File: src/rtl/phase_time_setter.sv
// phase_time_setter: pushbutton front end for the traffic-light countdown.
// Debounces MODE/UP/DOWN, walks RUN -> SET0 -> SET1 -> SET2 -> RUN on MODE,
// and edits the selected 7-bit phase duration with UP/DOWN (with auto-repeat).
// The packed durations t and the enSet hold signal feed the countdown block.
module phase_time_setter #(
  parameter int DEB_CYCLES = 500000,
  parameter int REP_DELAY  = 25000000,
  parameter int REP_RATE   = 5000000,
  parameter int T_MIN      = 1,
  parameter int T_MAX      = 99,
  parameter int DEF_T0     = 30,
  parameter int DEF_T1     = 25,
  parameter int DEF_T2     = 5
) (
  input  logic        CLK,
  input  logic        RSTn,
  input  logic        btnMode,
  input  logic        btnUp,
  input  logic        btnDown,
  output logic [20:0] t,
  output logic        enSet,
  output logic [1:0]  editSel
);

  // Debounce counter only has to reach DEB_CYCLES-1.
  localparam int DCW = $clog2(DEB_CYCLES) + 1;
  // Repeat counter only has to reach the larger of the two repeat intervals.
  localparam int RMX = (REP_DELAY > REP_RATE) ? REP_DELAY : REP_RATE;
  localparam int RCW = $clog2(RMX + 1);

  typedef enum logic [1:0] {
    ST_RUN  = 2'd0,
    ST_SET0 = 2'd1,
    ST_SET1 = 2'd2,
    ST_SET2 = 2'd3
  } state_t;

  // Button index: 0 = MODE, 1 = UP, 2 = DOWN.
  logic [2:0]     w_raw;
  logic [2:0]     r_sync1;
  logic [2:0]     r_sync2;
  logic [2:0]     r_deb;
  logic [2:0]     r_deb_d;
  logic [DCW-1:0] r_deb_cnt [3];

  // Repeat index: 0 = UP, 1 = DOWN.
  logic [RCW-1:0] r_rep_cnt [2];
  logic [1:0]     r_rep_armed;

  logic [2:0]     w_press;
  logic [1:0]     w_rep;
  logic           w_mode_ev;
  logic           w_up_ev;
  logic           w_dn_ev;

  state_t         r_state;
  logic           r_en_set;
  logic [1:0]     r_edit_sel;
  logic [6:0]     r_t0;
  logic [6:0]     r_t1;
  logic [6:0]     r_t2;

  // Wrapping step helpers; out-of-range values fall back into [T_MIN,T_MAX].
  function automatic logic [6:0] f_inc(input logic [6:0] v);
    f_inc = (v >= 7'(T_MAX)) ? 7'(T_MIN) : v + 7'd1;
  endfunction

  function automatic logic [6:0] f_dec(input logic [6:0] v);
    f_dec = (v <= 7'(T_MIN)) ? 7'(T_MAX) : v - 7'd1;
  endfunction

  assign w_raw = {btnDown, btnUp, btnMode};

  // Two-flop synchronizer and per-button debounce: level flips only after
  // DEB_CYCLES consecutive samples that disagree with the current level.
  always_ff @(posedge CLK or negedge RSTn) begin
    if (!RSTn) begin
      r_sync1 <= '0;
      r_sync2 <= '0;
      r_deb   <= '0;
      r_deb_d <= '0;
      for (int i = 0; i < 3; i++) r_deb_cnt[i] <= '0;
    end else begin
      r_sync1 <= w_raw;
      r_sync2 <= r_sync1;
      r_deb_d <= r_deb;
      for (int i = 0; i < 3; i++) begin
        if (r_sync2[i] == r_deb[i]) begin
          r_deb_cnt[i] <= '0;
        end else if (r_deb_cnt[i] == DCW'(DEB_CYCLES - 1)) begin
          r_deb[i]     <= r_sync2[i];
          r_deb_cnt[i] <= '0;
        end else begin
          r_deb_cnt[i] <= r_deb_cnt[i] + 1'b1;
        end
      end
    end
  end

  // Press pulses on debounced rising edges; repeats fire once the hold counter
  // hits the first delay, then every REP_RATE cycles while still held.
  assign w_press = r_deb & ~r_deb_d;
  always_comb begin
    w_rep = '0;
    for (int j = 0; j < 2; j++) begin
      w_rep[j] = r_deb[j+1] &&
                 (r_rep_armed[j] ? (r_rep_cnt[j] == RCW'(REP_RATE))
                                 : (r_rep_cnt[j] == RCW'(REP_DELAY)));
    end
  end
  assign w_mode_ev = w_press[0];
  assign w_up_ev   = w_press[1] | w_rep[0];
  assign w_dn_ev   = w_press[2] | w_rep[1];

  // Hold counters for UP/DOWN; cleared on release and on any MODE event.
  always_ff @(posedge CLK or negedge RSTn) begin
    if (!RSTn) begin
      r_rep_armed <= '0;
      for (int j = 0; j < 2; j++) r_rep_cnt[j] <= '0;
    end else begin
      for (int j = 0; j < 2; j++) begin
        if (!r_deb[j+1] || w_mode_ev) begin
          r_rep_cnt[j]   <= '0;
          r_rep_armed[j] <= 1'b0;
        end else if (w_rep[j]) begin
          r_rep_cnt[j]   <= RCW'(1);
          r_rep_armed[j] <= 1'b1;
        end else begin
          r_rep_cnt[j]   <= r_rep_cnt[j] + 1'b1;
        end
      end
    end
  end

  // Mode FSM with registered enSet/editSel and the editable duration fields.
  // MODE beats UP/DOWN; UP and DOWN together cancel; RUN freezes t.
  always_ff @(posedge CLK or negedge RSTn) begin
    if (!RSTn) begin
      r_state    <= ST_RUN;
      r_en_set   <= 1'b0;
      r_edit_sel <= 2'b00;
      r_t0       <= 7'(DEF_T0);
      r_t1       <= 7'(DEF_T1);
      r_t2       <= 7'(DEF_T2);
    end else if (w_mode_ev) begin
      case (r_state)
        ST_RUN: begin
          r_state    <= ST_SET0;
          r_en_set   <= 1'b1;
          r_edit_sel <= 2'b00;
        end
        ST_SET0: begin
          r_state    <= ST_SET1;
          r_en_set   <= 1'b1;
          r_edit_sel <= 2'b01;
        end
        ST_SET1: begin
          r_state    <= ST_SET2;
          r_en_set   <= 1'b1;
          r_edit_sel <= 2'b11;
        end
        default: begin
          r_state    <= ST_RUN;
          r_en_set   <= 1'b0;
          r_edit_sel <= 2'b00;
        end
      endcase
    end else if ((r_state != ST_RUN) && (w_up_ev ^ w_dn_ev)) begin
      case (r_state)
        ST_SET0: r_t0 <= w_up_ev ? f_inc(r_t0) : f_dec(r_t0);
        ST_SET1: r_t1 <= w_up_ev ? f_inc(r_t1) : f_dec(r_t1);
        ST_SET2: r_t2 <= w_up_ev ? f_inc(r_t2) : f_dec(r_t2);
        default: ;
      endcase
    end
  end

  assign t       = {r_t0, r_t1, r_t2};
  assign enSet   = r_en_set;
  assign editSel = r_edit_sel;

endmodule

File: config.mk
export PLATFORM = sky130hd
export DESIGN_NAME = phase_time_setter
export DESIGN_NICKNAME = d
export VERILOG_FILES = /design/src/rtl/phase_time_setter.sv
export SDC_FILE = /design/constraint.sdc
export NUM_CORES = 1
export LEC_CHECK = 0
export ABC_AREA = 1
export ABC_CLOCK_PERIOD_IN_PS = 2600
export BUFFER_PORTS_ARGS = -buffer_cell sky130_fd_sc_hd__buf_2
export CAP_MARGIN = 10
export CELL_PAD_IN_SITES_DETAIL_PLACEMENT = 1
export CELL_PAD_IN_SITES_GLOBAL_PLACEMENT = 1
export CORE_UTILIZATION = 51
export DETAILED_ROUTE_END_ITERATION = 10
export HOLD_SLACK_MARGIN = 0.12
export PLACE_DENSITY = 0.91
export SLEW_MARGIN = 5
export SYNTH_ARGS = -nofsm -noshare
export SYNTH_HDL_FRONTEND = slang
export SYNTH_SLANG_ARGS = --single-unit
File: constraint.sdc
create_clock -name CLK -period 2.6 [get_ports CLK]
set_clock_uncertainty 0.05 [all_clocks]
set_input_delay 0.52 -clock CLK [delete_from_list [all_inputs] [get_ports CLK]]
set_output_delay 0.52 -clock CLK [all_outputs]
set_load 0.02 [all_outputs]
==> key figures <==
Run status
  – Status: finished clean

Synth
  – Post-synth top area cell: dfrtp_1
  – Netlist Area Pre-Place: roughly 9000 um^2
  – Sequential share of the synthesized area: 0.425
  – Synth area leaders: dfrtp_1 40%, nand2_1 10%, nor2_1 7.5%, inv_1 6.1%, xor2_1 4.3%
  – Post-Syn Instances: roughly 1100
  – Syn. warnings: 0
  – Synth top area share: 0.398
  – Syn avg cell area: roughly 7.7 um^2
  – Unique masters post-synth: 47
  – Seq cells post-synth: between 100 and 150
  – Syn nets: around 1200

Finish
  – Finished Cell Area: 9800 um^2
  – Fin nets: 1202
  – Antenna fix cells: 0
  – Share of layout cells above drive strength 1: 0.130
  – Final Non-Filler Cells: 1407
  – Area delta synth->final: 11.4%

Place
  – Pre-CTS setup slack: slightly below 0.4 ns
  – DP Area: about 9000 um^2
  – Gp weighted congestion: 0.830
  – Dpl hpwl: about 17000 um
  – Port bufs: 28
  – Cells after DPL: roughly 1400

Clock network
  – Root Buffer: clkbuf_16
  – H-tree levels: 4
  – TritonCTS clock tree: yes
  – Worst skew pair latency: 0.44 ns
  – CTS Buffer Depth: 2
  – PostCTS Resize Cnt: 0
  – Clock Sinks: roughly 150
  – TritonCTS buffer count: 17
  – Clock Pin Slew Worst Setup and Hold Paths: 0.07 ns

Global routing
  – Largest net degree at the start of global routing: a little under 60
  – Overall Global Routing Usage: 0.315
  – Vias in the first global route: roughly 9000
  – Initial antenna violation count: 0
  – Remaining global-route overflow: 0
  – First-pass GRT wire length: roughly 44000 um

STA
  – Slew Viols, Final: 0
  – Final worst slack: 0.253 ns
  – Slew @ Worst Pin: between 0.6 and 0.7 ns
  – RSZ-0062 raised after global routing: no
  – Final setup viols: 0
  – Final Hold Vio Count: 0
  – Slew Limit Headroom: 0.582
  – Setup TNS: 0 ns
  – Fin crit share: 0.903
  – Peak Freq: 0.426 GHz
  – Final min period: 2.35 ns

Floorplanning
  – Core outline area: 16700 um^2
  – Initial Util: 0.527
  – Die Footprint: 17800 um^2
  – Die Wd: about 130 um
  – Chip height: about 130 um
  – Rows: 47
  – Ports: 29

Worst setup path
  – CP max FO: 29
  – Required time worst endpoint: 2.93 ns
  – Critical Path Start Type: flip-flop
  – Crit path kind: flip-flop to flip-flop
  – CP arrival: between 2 and 3 ns
  – Crit end category: flip-flop

Routing
  – TritonRoute pass-1 iters: 4
  – Final routed DRC violation total: 0
  – DR vias: between 7000 and 8000
  – Total Routed Length: ~26000 um
  – Antenna viol nets, final: 0
  – Vias per inst: about 5.7
  – Initial DRC count: ~330
  – Wire length per cell: about 19 um

Power
  – Sw Share: 0.211
  – PD cells: approximately 530 nW/um^2
  – Clock group share of total power: 0.531
  – Worst VDD drop: between 0.0004 and 0.0005 V
  – Sw Pwr: ~1.1 mW
  – Leak Pwr: approximately 4.5 nW
  – Logic pwr share: 0.020
  – Internal Pwr Total: ~4.1 mW
  – Flop pwr share: 0.449

Run
  – Max Cap Viol: 0

Min path
  – Min-delay worst type: input pin to flip-flop
-- state kept, by name, indices dropped and copies added, names as in the netlist --
name         cells
editSel          2
enSet            1
r_deb            3
r_deb_cnt       60
r_deb_d          3
r_rep_armed      2
r_rep_cnt       50
r_state          1
r_sync1          3
r_sync2          3
r_t0             7
r_t1             7
r_t2             7
-- cell type report --
cell class | instances | area (um^2)
sequential | 149 | 3740
tap | 220 | 275
inverter | 147 | 552
timing repair buffer | 38 | 249
multi-input combinational | 823 | 4340
clock inverter | 10 | 178
fill | 2094 | 6900
clock buffer | 20 | 467
-- kinds of logic after synthesis --
family          Yosys count  share of synthesized area
simple gates            645                      0.346
buf+inv                 165                     0.0817
mux                       2                    0.00256
fa+ha+maj                21                     0.0299
xor+xnor                 52                     0.0517
compound gates          103                     0.0635
flops                   149                      0.425
-- layer usage --
| metal | vias to the layer above | part of all wire | GRT usage |
|---|---|---|---|
| met3 | 85 | 0.030 | 0.0502 |
| met4 | 0 | 0.038 | 0.159 |
| li1 | 3737 | - | - |
| met2 | 172 | 0.51 | 0.543 |
| met5 | - | 0 | 0 |
| met1 | 4004 | 0.42 | 0.381 |
-- metrics by stage --
| stage | power, mW | util | hold slack, ns |
|---|---|---|---|
| 2_1_floorplan | 2.42 | - | 0.174 |
| 3_3_place_gp | 2.49 | 0.548 | 0.284 |
| 3_5_place_dp | 2.49 | 0.548 | 0.289 |
| 4_1_cts | 5.25 | 0.587 | 0.130 |
| 5_1_grt | 5.35 | 0.587 | 0.134 |
| 6_report | 5.23 | 0.587 | 0.141 |
-- power groups by stage --
stage | clock network (mW) | logic (mW) | registers, mW
3_5_place_dp | 0 | 0.107 | 2.39
6_report | 2.77 | 0.107 | 2.35
3_3_place_gp | 0 | 0.103 | 2.39
2_1_floorplan | 0 | 0.0341 | 2.38
5_1_grt | 2.88 | 0.124 | 2.35
4_1_cts | 2.80 | 0.111 | 2.35
-- cells in the mapped netlist (all sizes together) --
| library cell | count |
|---|---|
| clkbuf | 6 |
| nand3b | 2 |
| nand3 | 83 |
| o21a | 4 |
| nor4 | 11 |
| nand2 | 261 |
| nor3 | 46 |
| a221oi | 1 |
| o22ai | 1 |
| a211oi | 4 |
| nor3b | 12 |
| o21ai | 35 |
| inv | 147 |
| a31oi | 7 |
| and2 | 1 |
| dfrtp | 140 |
| xnor2 | 9 |
| xor2 | 43 |
| nor2 | 186 |
| dfstp | 9 |
| a21oi | 50 |
| nand4 | 35 |
| and3 | 2 |
| mux2 | 2 |
| or2 | 6 |
| ha | 21 |
| o221a | 1 |
| buf | 12 |
-- repair_timing --
item	CTS	global route
hold endpoints to repair	46	0
hold buffers	1	0
setup buffers	0	0
-- critical path, stage by stage, from the launching register on --
cell and delay (ns):
dfrtp_1 0.40, inv_1 0.06, ha_1 0.20, nand4_1 0.14
nor2_4 0.07, nand2_4 0.09, nand2_4 0.20, nand2_1 0.27
nand2_2 0.13, nor2_8 0.40, nand3_2 0.16, nand2_2 0.09
-- path summary, 6_finish.rpt --
kind	from	end	slack, ns	depth (start not counted)
worst max register to register	r_rep_cnt[25]$_DFF_PN0_	r_t2[4]$_DFFE_PN0P_	0.25	11
worst min-delay path	btnMode	r_sync1[0]$_DFF_PN0_	0.14	1
min in group asynchronous	RSTn	r_rep_cnt[21]$_DFF_PN0_	0.58	2
worst max-delay path	r_rep_cnt[25]$_DFF_PN0_	r_t2[4]$_DFFE_PN0P_	0.25	11
worst min register to register	r_sync1[0]$_DFF_PN0_	r_sync2[0]$_DFF_PN0_	0.30	0
max in group asynchronous	RSTn	r_deb_cnt[48]$_DFF_PN0_	1.23	3
-- cells in the final DEF (no fill, tap or decap), types with 3 or more instances in the layout --
cell         n
a211oi_1     4
a21oi_1     49
a31oi_1      7
buf_2       27
buf_4        7
bufinv_16    5
clkbuf_16   17
clkbuf_8     3
clkinv_2     4
dfrtp_1    140
dfstp_2      9
ha_1        21
inv_1      142
inv_2        5
nand2_1    235
nand2_2     24
nand3_1     63
nand3_2     20
nand4_1     34
nor2_1     175
nor2_2       8
nor3_1      43
nor3_2       3
nor3b_1     12
nor4_1       9
o21a_1       4
o21ai_0     34
or2_2        6
xnor2_1      9
xor2_1      43
Power figures use the tool's default switching activity.
